**config.mk**
```make
export PLATFORM = sky130hd
export DESIGN_NAME = wb_master
export DESIGN_NICKNAME = d
export VERILOG_FILES = /design/src/rtl/wb_master.sv
export SDC_FILE = /design/constraint.sdc
export NUM_CORES = 1
export LEC_CHECK = 0
export BUFFER_PORTS_ARGS = -buffer_cell sky130_fd_sc_hd__buf_4
export CORE_UTILIZATION = 35
export CTS_CLUSTER_SIZE = 12
export DETAILED_ROUTE_END_ITERATION = 8
export SETUP_SLACK_MARGIN = 0.5
export SYNTH_ARGS = -nofsm -noshare
export SYNTH_HDL_FRONTEND = slang
export SYNTH_SLANG_ARGS = --single-unit
```
**constraint.sdc**
```tcl
create_clock -name clk_i -period 2.52 [get_ports clk_i]
set_input_delay 0.504 -clock clk_i [delete_from_list [all_inputs] [get_ports clk_i]]
set_output_delay 0.504 -clock clk_i [all_outputs]
set_load 0.02 [all_outputs]
```
**src/rtl/wb_master.sv**
```systemverilog
// Wishbone classic single-transfer master: one client request per bus cycle,
// with an ACK timeout and a release state that absorbs a slave's lingering ACK.
module wb_master #(
    parameter int ADDR_WIDTH     = 32,
    parameter int DATA_WIDTH     = 32,
    parameter int TIMEOUT_CYCLES = 255
) (
    input  logic                    clk_i,
    input  logic                    rst_ni,
    input  logic                    req_i,
    input  logic                    we_i,
    input  logic [ADDR_WIDTH-1:0]   addr_i,
    input  logic [DATA_WIDTH-1:0]   wdata_i,
    input  logic [DATA_WIDTH/8-1:0] sel_i,
    output logic                    ready_o,
    output logic                    done_o,
    output logic                    err_o,
    output logic [DATA_WIDTH-1:0]   rdata_o,
    output logic                    CYC_O,
    output logic                    STB_O,
    output logic                    WE_O,
    output logic [ADDR_WIDTH-1:0]   ADR_O,
    output logic [DATA_WIDTH-1:0]   DAT_O,
    output logic [DATA_WIDTH/8-1:0] SEL_O,
    input  logic [DATA_WIDTH-1:0]   DAT_I,
    input  logic                    ACK_I
);

    localparam int CNT_W = $clog2(TIMEOUT_CYCLES + 1);
    localparam logic [CNT_W-1:0] CNT_LAST = CNT_W'(TIMEOUT_CYCLES - 1);

    typedef enum logic [1:0] {IDLE, ACTIVE, RELEASE} state_t;

    typedef struct packed {
        logic                    we;
        logic [ADDR_WIDTH-1:0]   adr;
        logic [DATA_WIDTH-1:0]   dat;
        logic [DATA_WIDTH/8-1:0] sel;
    } wb_req_t;

    state_t            state_q, state_d;
    wb_req_t           req_q;
    logic              cyc_q;
    logic [CNT_W-1:0]  cnt_q;
    logic              timeout;

    assign timeout = (cnt_q == CNT_LAST);
    assign ready_o = (state_q == IDLE);

    assign CYC_O = cyc_q;
    assign STB_O = cyc_q;
    assign WE_O  = req_q.we;
    assign ADR_O = req_q.adr;
    assign DAT_O = req_q.dat;
    assign SEL_O = req_q.sel;

    always_ff @(posedge clk_i or negedge rst_ni) begin
        if (!rst_ni) state_q <= IDLE;
        else         state_q <= state_d;
    end

    always_comb begin
        state_d = state_q;
        case (state_q)
            IDLE:    if (req_i) state_d = ACTIVE;
            ACTIVE:  if (ACK_I || timeout) state_d = RELEASE;
            RELEASE: if (!ACK_I) state_d = IDLE;
            default: state_d = IDLE;
        endcase
    end

    // ACK is checked before the timeout so a last-cycle ACK still counts as success
    always_ff @(posedge clk_i or negedge rst_ni) begin
        if (!rst_ni) begin
            req_q   <= '0;
            cyc_q   <= 1'b0;
            cnt_q   <= '0;
            done_o  <= 1'b0;
            err_o   <= 1'b0;
            rdata_o <= '0;
        end else begin
            done_o <= 1'b0;
            err_o  <= 1'b0;
            case (state_q)
                IDLE: if (req_i) begin
                    req_q <= '{we: we_i, adr: addr_i, dat: wdata_i, sel: sel_i};
                    cyc_q <= 1'b1;
                    cnt_q <= '0;
                end
                ACTIVE: begin
                    if (ACK_I) begin
                        cyc_q  <= 1'b0;
                        done_o <= 1'b1;
                        if (!req_q.we) rdata_o <= DAT_I;
                    end else if (timeout) begin
                        cyc_q  <= 1'b0;
                        done_o <= 1'b1;
                        err_o  <= 1'b1;
                    end else begin
                        cnt_q <= cnt_q + CNT_W'(1);
                    end
                end
                default: ;
            endcase
        end
    end

endmodule

```
==> out/metrics.csv, run 1 <==
metric,value,unit
status,completed,
num_io_pins,211,
clkPwrFrac,0.243,
synthTopCellsByArea,"dfrtp_1 (65%), nand2_1 (18%), mux2_1 (7.7%)",
timing.fmax,558.4,MHz
rsz0062_at_grt,no,
core_area,0.01211,mm2
p_seq_frac,0.340,
setup-tns-final,0,ns
drt_iter0_drc,161,
grt_use_total,0.1728,
grt_max_degree,47,
synth.cell_area,0.004373,mm2
finalCritPeriodShare,0.7106,
fillers,1092,
synth_flop_cell,dfrtp_1,
p_sw,0.003491,W
synth_top_family_by_area,simple AND/OR/NAND/NOR gates,
clk_pin_slew,0.05,ns
synth-edff-count,0,
die_area,0.01294,mm2
die_width,113.8,um
critical_path_class,register to register,
worst_setup_path_end_kind,register,
synth.distinct_cells,30,
post_drt_wl_per_cell,13.10,um
io_buffers,210,
setup_slack,0.7292,ns
hold_viol_final,0,
antenna_found_initial,0,
hpwl,7.441,mm
worstPathRequired,2.80,ns
arrival,2.07,ns
ys_warn_count,0,
worstPathMaxFanout,32,
start_util,0.3611,
ys_seq_elements,114,
cts-buffers-inserted,17,
synth_cells,424,
routabilityCongestion,0.7648,
drt_wl_total,10.71,mm
cts_tree,yes,
grt_pass1_wl,17.19,mm
drv_slew,0,
cts_setup_buffers,0,
relSlewSlack,0.5243,
r2r_setup_slack,0.73,ns
std_cell_rows,40,
setup-violations-final,0,
htree_levels,4,
syn_to_final_growth,53.99,%
synthAdderAreaFrac,0.005722,
grt_pass1_vias,3570,
cts.sinks,114,
drc,0,
vdd_drop_max,0.7594,mV
antenna-diode-count,0,
clock_skew,0.003822,ns
synthMuxAreaShare,0.08240,
yosysTopAreaCell,dfrtp_1,
leakage,3.572,nW
synth-async-reset-ratio,1.000,
vias_per_cell,4.448,
syn_nets,531,
tightest_slew,0.7111,ns
cts_hold_buffers,0,
p_sw_frac,0.3761,
syn_avg_cell_area,10.31,um2
die_h,113.8,um
cp-start-kind,register,
drive_gt1_frac,0.3867,
grt-ovfl-total,0,
drv_cap,0,
dp_slack,0.5622,ns
combPwrFrac,0.417,
synth_top_area_frac,0.6524,
clk_latency,0.40,ns
post_cts_resize_count,0,
cts.root.buffer_cell,clkbuf_16,
p_int,0.005791,W
num_vias,3634,
power_density,1378,mW/mm2
antenna_left,0,
hold_path_class,primary input to asynchronous set/reset pin,
nets,744,
synth_xor_area_frac,0,
synthSimpleGateAreaFrac,0.2083,
yosysSeqAreaShare,0.6524,
fin_crit,1.791,ns
synth-compound-area-share,0.02804,
clock_path_buffers,2,
first_pass_iters,6,
fin_util,0.5560,
-- metal layers --
layer,vias to the layer above,part of all wire,track usage
li1,1776,-,-
met1,1672,0.44,0.2091
met2,169,0.45,0.2679
met3,17,0.10,0.07439
met4,0,0.016,0.07792
met5,-,0,0
-- path summary, 6_finish.rpt --
path / startpoint / to / cells after the start
setup / recovery: state_q[1] / rdata_o[19] / 4
hold / removal: rst_ni / rdata_o[26] / 1
setup reg to reg: state_q[1] / rdata_o[19] / 4
hold reg to reg: DAT_O[7] / DAT_O[7] / 2
max in group asynchronous: rst_ni / DAT_O[12] / 2
min in group clk_i: wdata_i[22] / DAT_O[22] / 3
-- placed cells by master (no fill, tap or decap), drive strengths merged, types with 2 or more instances in the layout --
cell type  Yosys  final
a31oi          2      2
buf            4    216
clkbuf        18     22
clkinv         0      5
clkinvlp       0      3
dfrtp        114    114
ha             2      2
inv            3      3
mux2          32     32
nand2        214    214
nand3          6      6
nor2           4      4
nor3           2      2
o211ai         3      3
o21ai          4      4
o31ai          3      3
-- flip-flops by register name (all words and copies together), names as in the netlist --
| signal | flops |
|---|---|
| WE_O | 1 |
| cnt_q | 8 |
| DAT_O | 32 |
| state_q | 2 |
| ADR_O | 32 |
| CYC_O | 1 |
| rdata_o | 32 |
| done_o | 1 |
| SEL_O | 4 |
| err_o | 1 |
-- critical path: stages, from the launching register on --
cell and delay (ns):
dfrtp_1 0.40, nor2b_1 0.30, and3b_1 0.22, buf_4 0.37
mux2_1 0.37
-- final cells by class --
class / instances / area (um2) / area share
Inverter: 3 / 11.26 / 0.001672
Multi-Input combinational cell: 285 / 1423 / 0.2113
Timing Repair Buffer: 216 / 1672 / 0.2482
Clock buffer: 22 / 484.2 / 0.07191
Tap cell: 168 / 210.2 / 0.03122
Clock inverter: 9 / 81.33 / 0.01208
Sequential cell: 114 / 2853 / 0.4236
-- power by group through the flow --
| stage | Sequential, W | Combinational, W | Clock (W) |
|---|---|---|---|
| floorplan | 0.00412 | 0.00112 | 0 |
| global placement | 0.00312 | 0.00390 | 0 |
| detailed placement | 0.00317 | 0.00394 | 0 |
| CTS | 0.00316 | 0.00394 | 0.00231 |
| global route | 0.00327 | 0.00422 | 0.00241 |
| finish | 0.00315 | 0.00387 | 0.00225 |
-- kinds of logic (layout without fill, tap and decap cells) --
family                   after synthesis  after routing
flip-flops                           114            114
multiplexers                          32             32
AND/OR/NAND/NOR                      233            233
buffers and inverters                 25            250
AO/OA/AOI/OAI                         18             18
adder cells (fa/ha/maj)                2              2
-- synthesized netlist by cell type, types with 2 or more instances --
library cell and number:
clkbuf_1 18, nor3_1 2, buf_2 3, nor2_1 4, mux2_1 30, ha_1 2
a31oi_1 2, o21ai_1 2, o31ai_1 3, nand2_1 214, o21ai_0 2, inv_1 3
nand3_1 6, o211ai_1 3, dfrtp_1 114, mux2_2 2
-- per-stage QoR --
stage	total power, W	hold slack, ns	instance area [um2]	cells
finish	0.009281	0.1056	6734	817
global route	0.009898	0.1352	6734	817
CTS	0.009412	0.1153	6734	817
detailed placement	0.007110	0.4634	6168	786
global placement	0.007020	0.4584	6168	786
floorplan	0.005247	0.2084	4373	424
No activity file was read; power rests on OpenSTA's default activity.
==> run 2: changes to the inputs <==
- PLACE_DENSITY: default -> 0.66
- clock period: 2.52 -> 1.6 ns (I/O delays scaled with it)
==> run 2 against run 1 <==
The run now ends with negative setup slack left. Sequential power is 70% higher. Register-to-register slack worse by 0.75 ns. Sequential share of layout area shrank 12 points. Total power increased by 120%. Via count rose by 22%. Largest power group unchanged.
==> out/metrics.csv, run 2 (synthesized netlist as in run 1, its figures left out) <==
metric,value,unit
status,"finished, violations left",
violations,negative setup slack,
die_area,0.01294,mm2
vias_per_cell,4.754,
worstPathRequired,1.89,ns
start_util,0.3611,
setup-violations-final,15,
critical_path_class,register to register,
antenna-diode-count,0,
antenna_left,0,
worstHoldStart,wdata_i[6],
vdd_drop_max,1.166,mV
cts_tree,yes,
drt_iter0_drc,233,
setup_slack,-0.02414,ns
routabilityCongestion,0.7848,
hold_path_class,primary input to register,
cts.root.buffer_cell,clkbuf_16,
hold_viol_final,0,
nets,858,
clock_path_buffers,2,
num_io_pins,211,
drv_slew,0,
rr_worst_depth,5,
arrival,1.91,ns
drive_gt1_frac,0.7134,
cts.sinks,114,
cts-buffers-inserted,17,
drt_wl_total,17.30,mm
placed_cell_area,0.006315,mm2
timing.fmax,615.7,MHz
tightest_slew,0.4033,ns
syn_to_final_growth,116.1,%
antenna_found_initial,0,
std_cell_rows,40,
clk_latency,0.41,ns
worstHoldPathCells,3,
clk_pin_slew,0.06,ns
die_width,113.8,um
grt_pass1_wl,21.05,mm
startpoint,state_q[1],
post_drt_wl_per_cell,18.56,um
wl_met3,994,um
fillers,712,
die_h,113.8,um
rsz0062_at_grt,yes,
worst_setup_path_end_kind,register,
hpwl,7.608,mm
route.met2.wl,9.467,mm
cp-start-kind,register,
top_layer,met4,
fin_util,0.7804,
power_density,2207,mW/mm2
num_vias,4431,
fin_crit,1.624,ns
core_area,0.01211,mm2
htree_levels,4,
clock_skew,0.003878,ns
post-route-cell-area,0.009452,mm2
wl_met1,6.403,mm
drv_cap,0,
drc,0,
grt_pass1_vias,4247,
finalCritPeriodShare,1.015,
first_pass_iters,4,
relSlewSlack,0.7312,
final_common_cell,buf_4,
hold_path_end,DAT_O[6],
grt_use_total,0.2131,
whs,0.1097,ns
grt_max_degree,40,
r2r-end,cnt_q[5],
grt-ovfl-total,0,
worstPathMaxFanout,5,
leakage,4.918,nW
r2r_setup_slack,-0.02,ns
r2r_start,state_q[1],
io_buffers,210,
final_cell_mix,"buf_4 (165), buf_6 (126), dfrtp_1 (113)",
[run 2: worst max path at each step]
| stage | cells after the start | end |
|---|---|---|
| 2_1_floorplan | 4 | cnt_q[5] |
| 3_3_place_gp | 5 | cnt_q[5] |
| 3_5_place_dp | 5 | cnt_q[5] |
| 4_1_cts | 5 | rdata_o[22] |
| 5_1_grt | 5 | rdata_o[21] |
| 6_report | 5 | cnt_q[5] |
[run 2: stage by stage]
stage	setup slack [ns]	std cells	power (W)	setup TNS, ns
final	-0.02414	932	0.02086	-0.1106
after global placement	-0.1047	796	0.01125	-0.1047
after CTS	0.006371	879	0.01789	0
after global routing	-0.04713	932	0.02174	-0.7443
after floorplan	-0.01095	424	0.008324	-0.01969
after detailed placement	-0.09156	796	0.01143	-0.09156
[run 2: worst max-delay path: stages, from the launching register on]
cell,delay [ns]
dfrtp_1,0.40
or3b_4,0.39
o21bai_4,0.20
buf_6,0.14
o31ai_2,0.29
a21oi_2,0.09
[run 2: layout make-up]
class / count / area (um2) / share of cell area
clock buffers: 22 / 484.2 / 0.05123
clock inverters: 10 / 106.4 / 0.01125
inverters: 3 / 11.26 / 0.001191
multi-input cells: 287 / 2285 / 0.2417
flip-flops and latches: 114 / 2854 / 0.3020
well taps: 168 / 210.2 / 0.02224
repair buffers: 328 / 3501 / 0.3704
[run 2: per-layer routing]
metal,track usage,vias to the layer above
li1,-,2021
met1,0.2393,2164
met5,0,-
met4,0.08312,0
met2,0.3817,206
met3,0.06111,40
[run 2: where the power goes]
group | switching (W) | leakage (nW) | internal [W]
Combinational | 0.00529 | 3.22 | 0.00642
Clock | 0.00134 | 0.295 | 0.00244
Sequential | 0.00113 | 1.40 | 0.00423
[run 2: what timing repair did]
item	CTS	global route
endpoints found under the hold margin	24	0
resized for setup	204	178
pin swaps	77	92
hold buffers	1	0
endpoints found under the setup margin	220	220
gates cloned	11	14
setup buffers	39	39
==> run 3: changes to the inputs <==
- GPL_TIMING_DRIVEN: default -> 0
==> run 3 against run 2 <==
The run still ends with negative setup slack left. Global-route usage up 0.64 points. Total power down 3.9%. Design area down 3.3%. First-iteration DRC count down 38%. Clock power down 6.9%. Clock skew up 0.0015 ns. Sequential share of layout area up 1.0 points. Register-to-register slack worse by 0.07 ns. Setup slack worse by 0.070 ns. Cell count up 0.54%. Critical path type unchanged. Highest routed layer unchanged.
==> out/metrics.csv, run 3 (synthesized netlist as in run 1, its figures left out) <==
metric,value,unit
status,"finished, violations left",
violations,negative setup slack,
htree_levels,4,
drive_gt1_frac,0.6619,
routabilityCongestion,0.7381,
io_buffers,210,
post_drt_wl_per_cell,16.07,um
cts.root.buffer_cell,clkbuf_16,
clk_latency,0.40,ns
drv_cap,0,
worstPathMaxFanout,4,
nets,863,
antenna-diode-count,0,
cp_slowest_cell,or4_4,
antenna_found_initial,0,
drt_iter0_drc,144,
core_area,0.01211,mm2
critical_path_class,register to register,
clock_skew,0.005354,ns
grt_use_total,0.2195,
p_total,0.02005,W
antenna_left,0,
first_pass_iters,4,
grt_max_degree,115,
die_area,0.01294,mm2
post-route-cell-area,0.009139,mm2
hold_path_class,primary input to asynchronous set/reset pin,
dp_slack,-0.3019,ns
vias_per_cell,4.583,
whs,0.02402,ns
cp_cell_sequence,"or3b_4, o21bai_4, or4_4, a21oi_2",
worst_setup_path_end_kind,register,
hpwl,7.785,mm
syn_to_final_growth,109.0,%
arrival,2.02,ns
fin_crit,1.695,ns
rsz0062_at_grt,yes,
drt_wl_total,15.06,mm
setup_slack,-0.09452,ns
cts-buffers-inserted,17,
finalCritPeriodShare,1.059,
num_vias,4294,
leakage,4.761,nW
power_density,2194,mW/mm2
placed_cell_area,0.006201,mm2
timing.fmax,590.1,MHz
worstPathRequired,1.93,ns
relSlewSlack,0.2982,
placed_cells,802,
setup-violations-final,24,
cp-start-kind,register,
clock_path_buffers,2,
slowest_delay,0.49,ns
grt_pass1_wl,21.51,mm
hold_viol_final,0,
std_cell_rows,40,
grt-ovfl-total,0,
finalNonFillerCells,937,
grt_pass1_vias,4317,
die_width,113.8,um
cts_hold_buffers,0,
vdd_drop_max,1.339,mV
cts_tree,yes,
num_io_pins,211,
tightest_slew,1.053,ns
clk_pin_slew,0.05,ns
cts.sinks,114,
drv_slew,0,
start_util,0.3611,
drc,0,
die_h,113.8,um
fillers,779,
final_cell_mix,"buf_4 (180), buf_6 (118), dfrtp_1 (114)",
final_common_cell,buf_4,
[run 3: per-stage QoR]
| step | setup TNS, ns | util |
|---|---|---|
| 2_1_floorplan | -0.01969 | - |
| 3_3_place_gp | -14.61 | 0.5120 |
| 3_5_place_dp | -22.45 | 0.5120 |
| 4_1_cts | -0.09881 | 0.7010 |
| 5_1_grt | -3.499 | 0.7545 |
| 6_report | -1.361 | 0.7545 |
[run 3: worst max-delay path: cells and delay by family (launching register included)]
family          cells  cell delay [ns]
compound gates      2             0.34
flops               1             0.39
simple gates        2             0.89
[run 3: layout make-up]
| class | instances | area (um2) | area share |
|---|---|---|---|
| well taps | 168 | 210.2 | 0.02300 |
| multi-input cells | 285 | 2078 | 0.2274 |
| inverters | 3 | 11.26 | 0.001232 |
| flip-flops and latches | 114 | 2853 | 0.3122 |
| plain buffers | 22 | 441.7 | 0.04833 |
| repair buffers | 313 | 2992 | 0.3274 |
| clock inverters | 5 | 50.05 | 0.005476 |
| clock buffers | 27 | 503.0 | 0.05504 |
[run 3: power breakdown]
part / switching (W) / leakage [nW] / internal, W
Clock: 0.00123 / 0.275 / 0.00229
Combinational: 0.00492 / 3.08 / 0.00632
Sequential: 0.00106 / 1.41 / 0.00424
Total: 0.00721 / 4.76 / 0.0128
[run 3: path summary, 6_finish.rpt]
kind                       startpoint     endpoint  slack [ns]  cells past startpoint
max in group asynchronous      rst_ni    ADR_O[16]        0.83                      1
max reg2reg                state_q[0]     cnt_q[5]       -0.09                      4
min reg2reg                 ADR_O[24]    ADR_O[24]        0.50                      2
min                            rst_ni  rdata_o[10]        0.02                      1
max                        state_q[0]     cnt_q[5]       -0.09                      4
min in group clk_i         wdata_i[8]     DAT_O[8]        0.11                      3
[run 3: layer usage]
metal	global-route usage	share of wire
met1	0.2364	0.36
met3	0.07014	0.066
met2	0.4049	0.56
met5	0	0
met4	0.07446	0.013
[run 3: repair_timing]
action | in CTS | in global routing
pin swaps | 64 | 66
gates resized for setup | 298 | 80
cloned | 12 | 4
setup endpoints to repair | 334 | 220
setup buffers | 46 | 41
